File: src/rtl/spi_rom_ctrl.sv
// spi_rom_ctrl: serial-flash boot-ROM reader for Zorro slave ROM cycles.
// Issues READ_CMD plus a 24-bit address on an SPI mode-0 bus, shifts in 1 or
// 4 data bytes and returns them big-endian on rdata with a one-cycle done.
// Optional feature: define SPI_ROM_SEQ_EN to park with CS low after a read
// and continue a sequential read without resending command and address.

module spi_rom_ctrl #(
    parameter int unsigned CLK_DIV     = 1,      // SPI half-period in CLK cycles (1..15)
    parameter logic [7:0]  READ_CMD    = 8'h03,
    parameter int unsigned CS_HIGH_CYC = 2       // min CS-high cycles between reads (1..15)
) (
    input  logic        CLK,
    input  logic        RESET,
    input  logic        req,
    input  logic        long,
    input  logic [23:0] addr,
    input  logic        abort,
    output logic        busy,
    output logic        done,
    output logic [31:0] rdata,
    output logic        SPI_CLK,
    output logic        SPI_MOSI,
    output logic        SPI_CS_n,
    input  logic        SPI_MISO
);

    typedef enum logic [2:0] {
        IDLE, SETUP, SHIFT, HOLD, GAP
`ifdef SPI_ROM_SEQ_EN
        , PARK
`endif
    } state_t;

    state_t      state, state_nxt;
    logic [3:0]  div_cnt;     // CLK cycles within the current SPI half-period
    logic [6:0]  bit_cnt;     // SPI clock periods still to run
    logic [3:0]  gap_cnt;     // CLK cycles spent in GAP
    logic [31:0] tx;          // {command, address}, shifted out MSB first
    logic [31:0] rx;          // received data, shifted in MSB first
    logic        long_q;      // 4-byte read in progress

    // Decoded strobes shared by the next-state logic and the datapath
    logic       accept, tick, rise, fall, shift_end, kill, finish, gap_end;
    logic [6:0] data_bits;

`ifdef SPI_ROM_SEQ_EN
    logic [23:0] next_addr;   // address that would continue the parked read
    logic [7:0]  park_cnt;    // idle cycles spent parked
    logic        resume, park_exit;
`endif

    // State register
    always_ff @(posedge CLK or posedge RESET) begin
        if (RESET) state <= IDLE;
        else       state <= state_nxt;
    end

    // Next-state logic
    always_comb begin
        // NOTE: default first so every path assigns state_nxt and no latch is inferred.
        state_nxt = state;
        case (state)
            IDLE:  if (accept) state_nxt = SETUP;
            SETUP: state_nxt = abort ? GAP : SHIFT;
            SHIFT: begin
                if (abort)          state_nxt = GAP;
                else if (shift_end) state_nxt = HOLD;
            end
`ifdef SPI_ROM_SEQ_EN
            HOLD:  state_nxt = abort ? GAP : PARK;
            // A continuation re-enters through SETUP so its latency keeps the
            // same two-cycle overhead as a full read.
            PARK: begin
                if (resume)         state_nxt = SETUP;
                else if (park_exit) state_nxt = GAP;
            end
`else
            HOLD:  state_nxt = GAP;
`endif
            GAP:   if (gap_end) state_nxt = IDLE;
            default: state_nxt = IDLE;
        endcase
    end

    // Output/strobe decode: SPI clock divider ticks, accept, abort and exit conditions
    always_comb begin
        data_bits = long_q ? 7'd32 : 7'd8;
        tick      = (state == SHIFT) && (div_cnt == 4'(CLK_DIV - 1));
        rise      = tick && !SPI_CLK;
        fall      = tick && SPI_CLK;
        shift_end = fall && (bit_cnt == 7'd0);
        accept    = (state == IDLE) && req && !abort;
        kill      = abort && ((state == SETUP) || (state == SHIFT) || (state == HOLD));
        finish    = (state == HOLD) && !abort;
        gap_end   = (state == GAP) && (gap_cnt == 4'(CS_HIGH_CYC - 1));
`ifdef SPI_ROM_SEQ_EN
        resume    = (state == PARK) && req && !abort && (addr == next_addr);
        park_exit = (state == PARK) &&
                    (abort || (req && (addr != next_addr)) || (park_cnt == 8'd254));
`endif
    end

    // Datapath: shift registers, counters and registered SPI/handshake outputs
    always_ff @(posedge CLK or posedge RESET) begin
        if (RESET) begin
            div_cnt  <= '0;
            bit_cnt  <= '0;
            gap_cnt  <= '0;
            tx       <= '0;
            rx       <= '0;
            long_q   <= 1'b0;
            busy     <= 1'b0;
            done     <= 1'b0;
            rdata    <= '0;
            SPI_CLK  <= 1'b0;
            SPI_MOSI <= 1'b0;
            SPI_CS_n <= 1'b1;
`ifdef SPI_ROM_SEQ_EN
            next_addr <= '0;
            park_cnt  <= '0;
`endif
        end else begin
            done    <= 1'b0;
            div_cnt <= (state == SHIFT && !tick) ? div_cnt + 4'd1 : 4'd0;
            gap_cnt <= (state == GAP) ? gap_cnt + 4'd1 : 4'd0;

            if (accept) begin
                long_q   <= long;
                tx       <= {READ_CMD, addr};
                bit_cnt  <= long ? 7'd64 : 7'd40;
                SPI_CS_n <= 1'b0;
                busy     <= 1'b1;
            end

            if (state == SETUP) SPI_MOSI <= tx[31];

            // Rising SPI edge: sample MISO; only the trailing data bits enter rx
            if (rise) begin
                SPI_CLK <= 1'b1;
                bit_cnt <= bit_cnt - 7'd1;
                if (bit_cnt <= data_bits) rx <= {rx[30:0], SPI_MISO};
            end

            // Falling SPI edge: present the next bit; zeros follow the address
            if (fall) begin
                SPI_CLK  <= 1'b0;
                tx       <= {tx[30:0], 1'b0};
                SPI_MOSI <= tx[30];
            end

            if (finish) begin
                done  <= 1'b1;
                rdata <= long_q ? rx : {rx[7:0], 24'h0};
`ifdef SPI_ROM_SEQ_EN
                busy  <= 1'b0;
`else
                SPI_CS_n <= 1'b1;
`endif
            end

            // NOTE: with non-blocking assignments the last one in the block wins,
            // so the abort path placed here overrides any clock edge above.
            if (kill) begin
                SPI_CS_n <= 1'b1;
                SPI_CLK  <= 1'b0;
                SPI_MOSI <= 1'b0;
            end

            if (gap_end) busy <= 1'b0;

`ifdef SPI_ROM_SEQ_EN
            park_cnt <= (state == PARK) ? park_cnt + 8'd1 : 8'd0;
            if (accept || resume) next_addr <= addr + (long ? 24'd4 : 24'd1);
            if (resume) begin
                long_q  <= long;
                tx      <= '0;
                bit_cnt <= long ? 7'd32 : 7'd8;
                busy    <= 1'b1;
            end
            if (park_exit) SPI_CS_n <= 1'b1;
`endif
        end
    end

endmodule
File: config.mk
export PLATFORM = sky130hd
export DESIGN_NAME = spi_rom_ctrl
export DESIGN_NICKNAME = d
export VERILOG_FILES = /design/src/rtl/spi_rom_ctrl.sv
export SDC_FILE = /design/constraint.sdc
export NUM_CORES = 1
export LEC_CHECK = 0
export BUFFER_PORTS_ARGS = -buffer_cell sky130_fd_sc_hd__buf_4
export CAP_MARGIN = 25
export CORE_MARGIN = 1
export CORE_UTILIZATION = 57
export CTS_CLUSTER_DIAMETER = 80
export CTS_CLUSTER_SIZE = 10
export DETAILED_ROUTE_END_ITERATION = 7
export GPL_TIMING_DRIVEN = 0
export PLACE_DENSITY = 0.9
export SYNTH_ARGS = -nofsm -noshare
export SYNTH_HDL_FRONTEND = slang
export SYNTH_SLANG_ARGS = --single-unit
File: constraint.sdc
create_clock -name CLK -period 5.35 [get_ports CLK]
set_clock_uncertainty 0.15 [all_clocks]
set_input_delay 0.8025 -clock CLK [delete_from_list [all_inputs] [get_ports CLK]]
set_output_delay 0.8025 -clock CLK [all_outputs]
set_load 0.05 [all_outputs]
; ---- Yosys cells after proc, flatten, opt, wreduce, memory -nomap -nowiden
; Cells that the tools add are included.
; Widths: inputs -> output; s select.
[op_classes]
mux = 27
order_cmp = 1
n_addsub = 3
n_reduce_logical = 26
n_eq_ne = 8
[ops]
columns = cell, count
row1 = $mux 32, 3
row2 = $mux 7, 3
row3 = $mux 3, 5
row4 = $pmux 3 s5, 1
row5 = $mux 1, 12
row6 = $logic_and 1x1->1, 10
row7 = $reduce_bool 3->1, 3
row8 = $add 4x1->4 const B, 2
row9 = $mux 4, 2
row10 = $le 7x6->1, 1
row11 = $logic_not 7->1, 1
row12 = $sub 7x1->7 const B, 1
row13 = $eq 3x2->1 const B, 2
row14 = $mux 6, 1
row15 = $reduce_bool 2->1, 3
row16 = $eq 4x1->1 const B, 1
row17 = $logic_not 4->1, 1
row18 = $ne 2x2->1 const B, 2
row19 = $eq 3x1->1 const B, 1
row20 = $eq 3x3->1 const B, 1
row21 = $logic_not 1->1, 3
row22 = $logic_not 3->1, 1
row23 = $ne 3x3->1 const B, 1
row24 = $reduce_and 3->1, 1
row25 = 2 further kinds, 3
[totals]
out_inout_bits = 37
input_bits = 30
register_bits = 120
word_cells = 78

; ---- Depth between registers and ports, before layout
[logic_depth]
word_depth = 7
depth_mapped = 9
mapped_depth_nobuf = 6

; ---- Worst setup path after synthesis
; Ideal clock, no wire load.
[synth_path]
path_kind = register to register
startpoint = register long_q
endpoint = register rx[20]
n_path_buf = 3
synth_period_minus_slack_ns = 2.489
arrival_ns = 2.215
required_ns = 5.075
setup_time_ns = 0.125
stages_incl_launch_ff = 10
path_slack_ns = 2.861
path_cell_list = dfrtp_1 -> clkbuf_1 -> buf_1 -> inv_1 -> ha_1 -> nand2_1 -> nor3_1 -> o21ai_2 -> buf_6 -> mux2_2
[synth_via]
elab_chain_len = 3
[synth_lines]
columns = item, line
row1 = from (decl), 40  ; logic long_q;
row2 = from (signal assigned), 128  ; long_q <= long;
row3 = $mux 6, 87  ; data_bits = long_q ? 7'd32 : 7'd8;
row4 = $le 7x6->1, 141  ; if (bit_cnt <= data_bits) rx <= {rx[30:0], SPI_MISO};
row5 = $reduce_and 2->1 (no source line), n/a
row6 = to (signal assigned), 141
row7 = to (decl), 39  ; logic [31:0] rx;
; Every way passes these cells.
; A chain may end at the register's enable or synchronous reset.

; ---- Final worst setup path
[layout_path]
startpoint = register long_q
endpoint = register rx[2]
; Same word-level chain as after synthesis.

==> flow_summary.toml <==
[run]
maxCapViolCount = 0

[final_layout]
antenna_cells_inserted = 0
design.final.nets = 571
drive_gt1_share_pct = 26.4
design_area_um2 = 6400
layout_commonest_cell = "dfrtp_1"
area_growth_syn_to_layout_pct = 26.2
finalCoreUtilization_pct = 73.7
layout_common_cells = "119 x dfrtp_1, 83 x nand2_1, 66 x buf_4"

[critical_path]
ff2ff_path_depth = 9
worst_ep_arrival_time_ns = 3.20
cp-end-kind = "flip-flop"
startpoint_type = "flip-flop"
cp_max_fo = 10
path_class = "flip-flop to flip-flop"
required_ns = 5.58

[grt]
grtUsageTotal_pct = 25.9
grt-ovfl-total = 0
antenna_found_initial = 0
grt_start_max_net_pins = 74
grt_pass1_wl_mm = 17.8
number_of_global_route_vias_before_repair = 3787

[floorplan]
die_y_um = 96.3
starting_density_pct = 58.4
ioPinCount = 67
core.rowCount = 34
die_width_um = 96.3
floorplan.die_area_um2 = 9280
core_area_um2 = 8680

[yosys]
yosysWarnings = 0
syn_inst = 447
postSynthAreaPerCell_um2 = 11.3
synth-edff-count = 0
synth_sequential_area_ratio_pct = 59.2
synth_cell_types = 41
synthesis.nets = 485
synth_async_sr_flop_share_pct = 100
synth_flop_cell = "dfrtp_1"
syn-cell-area_um2 = 5070
ys_ff_latch = 120

[route]
detailroute.via_count = 3730
detailedRoute.firstIterationViolations = 194
drt_first_pass_iters = 4
antenna_violating_nets_post_route = 0
avgRoutedWirePerCell_um = 16.8
viasPerCell = 5.70
route.detailed.drc = 0
routed_wl_mm = 11.0

[cts]
cts-resized-gates = 0
cts_buffers = 17
clockBufferDepth = 2
later_pin_clock_latency_in_the_skew_report_ns = 0.51
htree_num_levels = 4
cts.clk_slew.worst_paths_ns = 0.06
post-cts-setup-buffer-count = 0
ctsRootBufferMaster = "clkbuf_8"
postCtsHoldBufs = 0
cts_tree = "yes"
cts_num_sinks = 120

[sta]
setup_total_negative_slack_ns = 0
worst_slew_margin_rel_pct = 57.7
grt_setup_unrepaired = "false"
setup_viol = 0
final.period_utilization_pct = 55.4
report.final.slew_viol_count = 0
tightest_pin_transition_ns = 0.635
whs_ns = 0.241
timing.final.crit_period_ns = 2.96
fmax_mhz = 338
hold_viol_final = 0

[pwr]
total_leakage_power_nw = 3.21
vdd_ir_drop_max_v = 0.000301
power.density_cell_area_nw_per_um2 = 487

[placement]
detailed_place.area_um2 = 5730
io_buffers = 66
globalplace.congestion = 0.827
place.detailed.hpwl_mm = 7.03

[outcome]
outcome = "complete, no violations"

[hold_path]
hold_path.class = "input pin to asynchronous set/reset pin"
-- where the power goes --
group	internal, mW	switching (mW)
Sequential	1.08	0.128
Clock	0.875	0.404
Combinational	0.259	0.369
-- area by class of cell --
class	instances	area, µm²
Clock inverter	12	220
Fill cell	584	2280
Buffer	25	120
Tap cell	108	135
Sequential cell	120	3000
Inverter	11	43.8
Timing Repair Buffer	67	523
Clock buffer	20	445
Multi-Input combinational cell	291	1910
-- cells by family (layout without fill, tap and decap cells) --
| family | after synthesis | count (layout) | share of synthesized area, % |
|---|---|---|---|
| fa+ha+maj | 8 | 8 | 1.97 |
| xor+xnor | 6 | 6 | 1.04 |
| simple gates | 133 | 133 | 11.8 |
| buf+inv | 36 | 135 | 3.18 |
| mux | 42 | 42 | 9.18 |
| compound gates | 102 | 102 | 13.6 |
| flops | 120 | 120 | 59.2 |
-- synth_stat cells (2+ instances only) --
cell type  instances  area [µm²]
dfrtp_1          119        2980
nand2_1           83         312
o21ai_0           40         200
mux2_2            32         360
a21o_1            23         173
a22o_1            23         201
clkbuf_1          18        67.6
nand3_1           14        70.1
nor2_1            13        48.8
inv_1             11        41.3
mux2i_1            9        90.1
ha_1               8         100
nor3_1             6        30.0
a21oi_1            5        25.0
nor3b_1            4        30.0
buf_2              3        15.0
buf_6              3        33.8
nand4_1            3        18.8
xnor2_1            3        26.3
xor2_1             3        26.3
a211oi_1           2        15.0
and3_1             2        12.5
nand2b_1           2        12.5
-- per-stage QoR --
| stage | worst slack, ns | power, mW | cells |
|---|---|---|---|
| 2_1_floorplan | 1.21 | 1.66 | 447 |
| 3_3_place_gp | 0.109 | 1.79 | 621 |
| 3_5_place_dp | 2.44 | 1.84 | 622 |
| 4_1_cts | 2.36 | 3.13 | 654 |
| 5_1_grt | 2.20 | 3.26 | 654 |
| 6_report | 2.39 | 3.12 | 654 |
-- worst max-delay path, stage by stage (launching register included) --
cell and delay, ns:
dfrtp_1 0.32, clkbuf_1 0.31, buf_1 0.54, inv_1 0.17, ha_1 0.32, nand2_1 0.07
nor3_1 0.05, o21ai_2 0.33, buf_6 0.22, mux2_2 0.35
-- state kept, by name, summed over array words and instances, names as in the netlist --
name	flops
long_q	1
rdata	32
done	1
tx	32
SPI_CLK	1
SPI_MOSI	1
SPI_CS_n	1
rx	32
state	3
gap_cnt	4
div_cnt	4
bit_cnt	7
busy	1
-- metal layers --
| metal | global-route usage [%] | share of wire [%] | up-vias |
|---|---|---|---|
| met5 | 0 | 0 | - |
| met4 | 11.4 | 2.5 | 0 |
| met3 | 7.19 | 4.0 | 27 |
| met2 | 43.0 | 51 | 103 |
| met1 | 31.7 | 42 | 1870 |
| li1 | - | - | 1730 |
-- path summary, 6_finish.rpt --
kind / startpoint / endpoint / slack (ns)
hold / removal: RESET / tx[19] / 0.24
hold reg to reg: tx[25] / tx[26] / 0.32
setup reg to reg: long_q / rx[2] / 2.39
setup / recovery: long_q / rx[2] / 2.39
max in group asynchronous: RESET / rdata[31] / 4.06
min in group CLK: tx[25] / tx[26] / 0.32
Note: power is estimated with default switching activity, not from simulation.
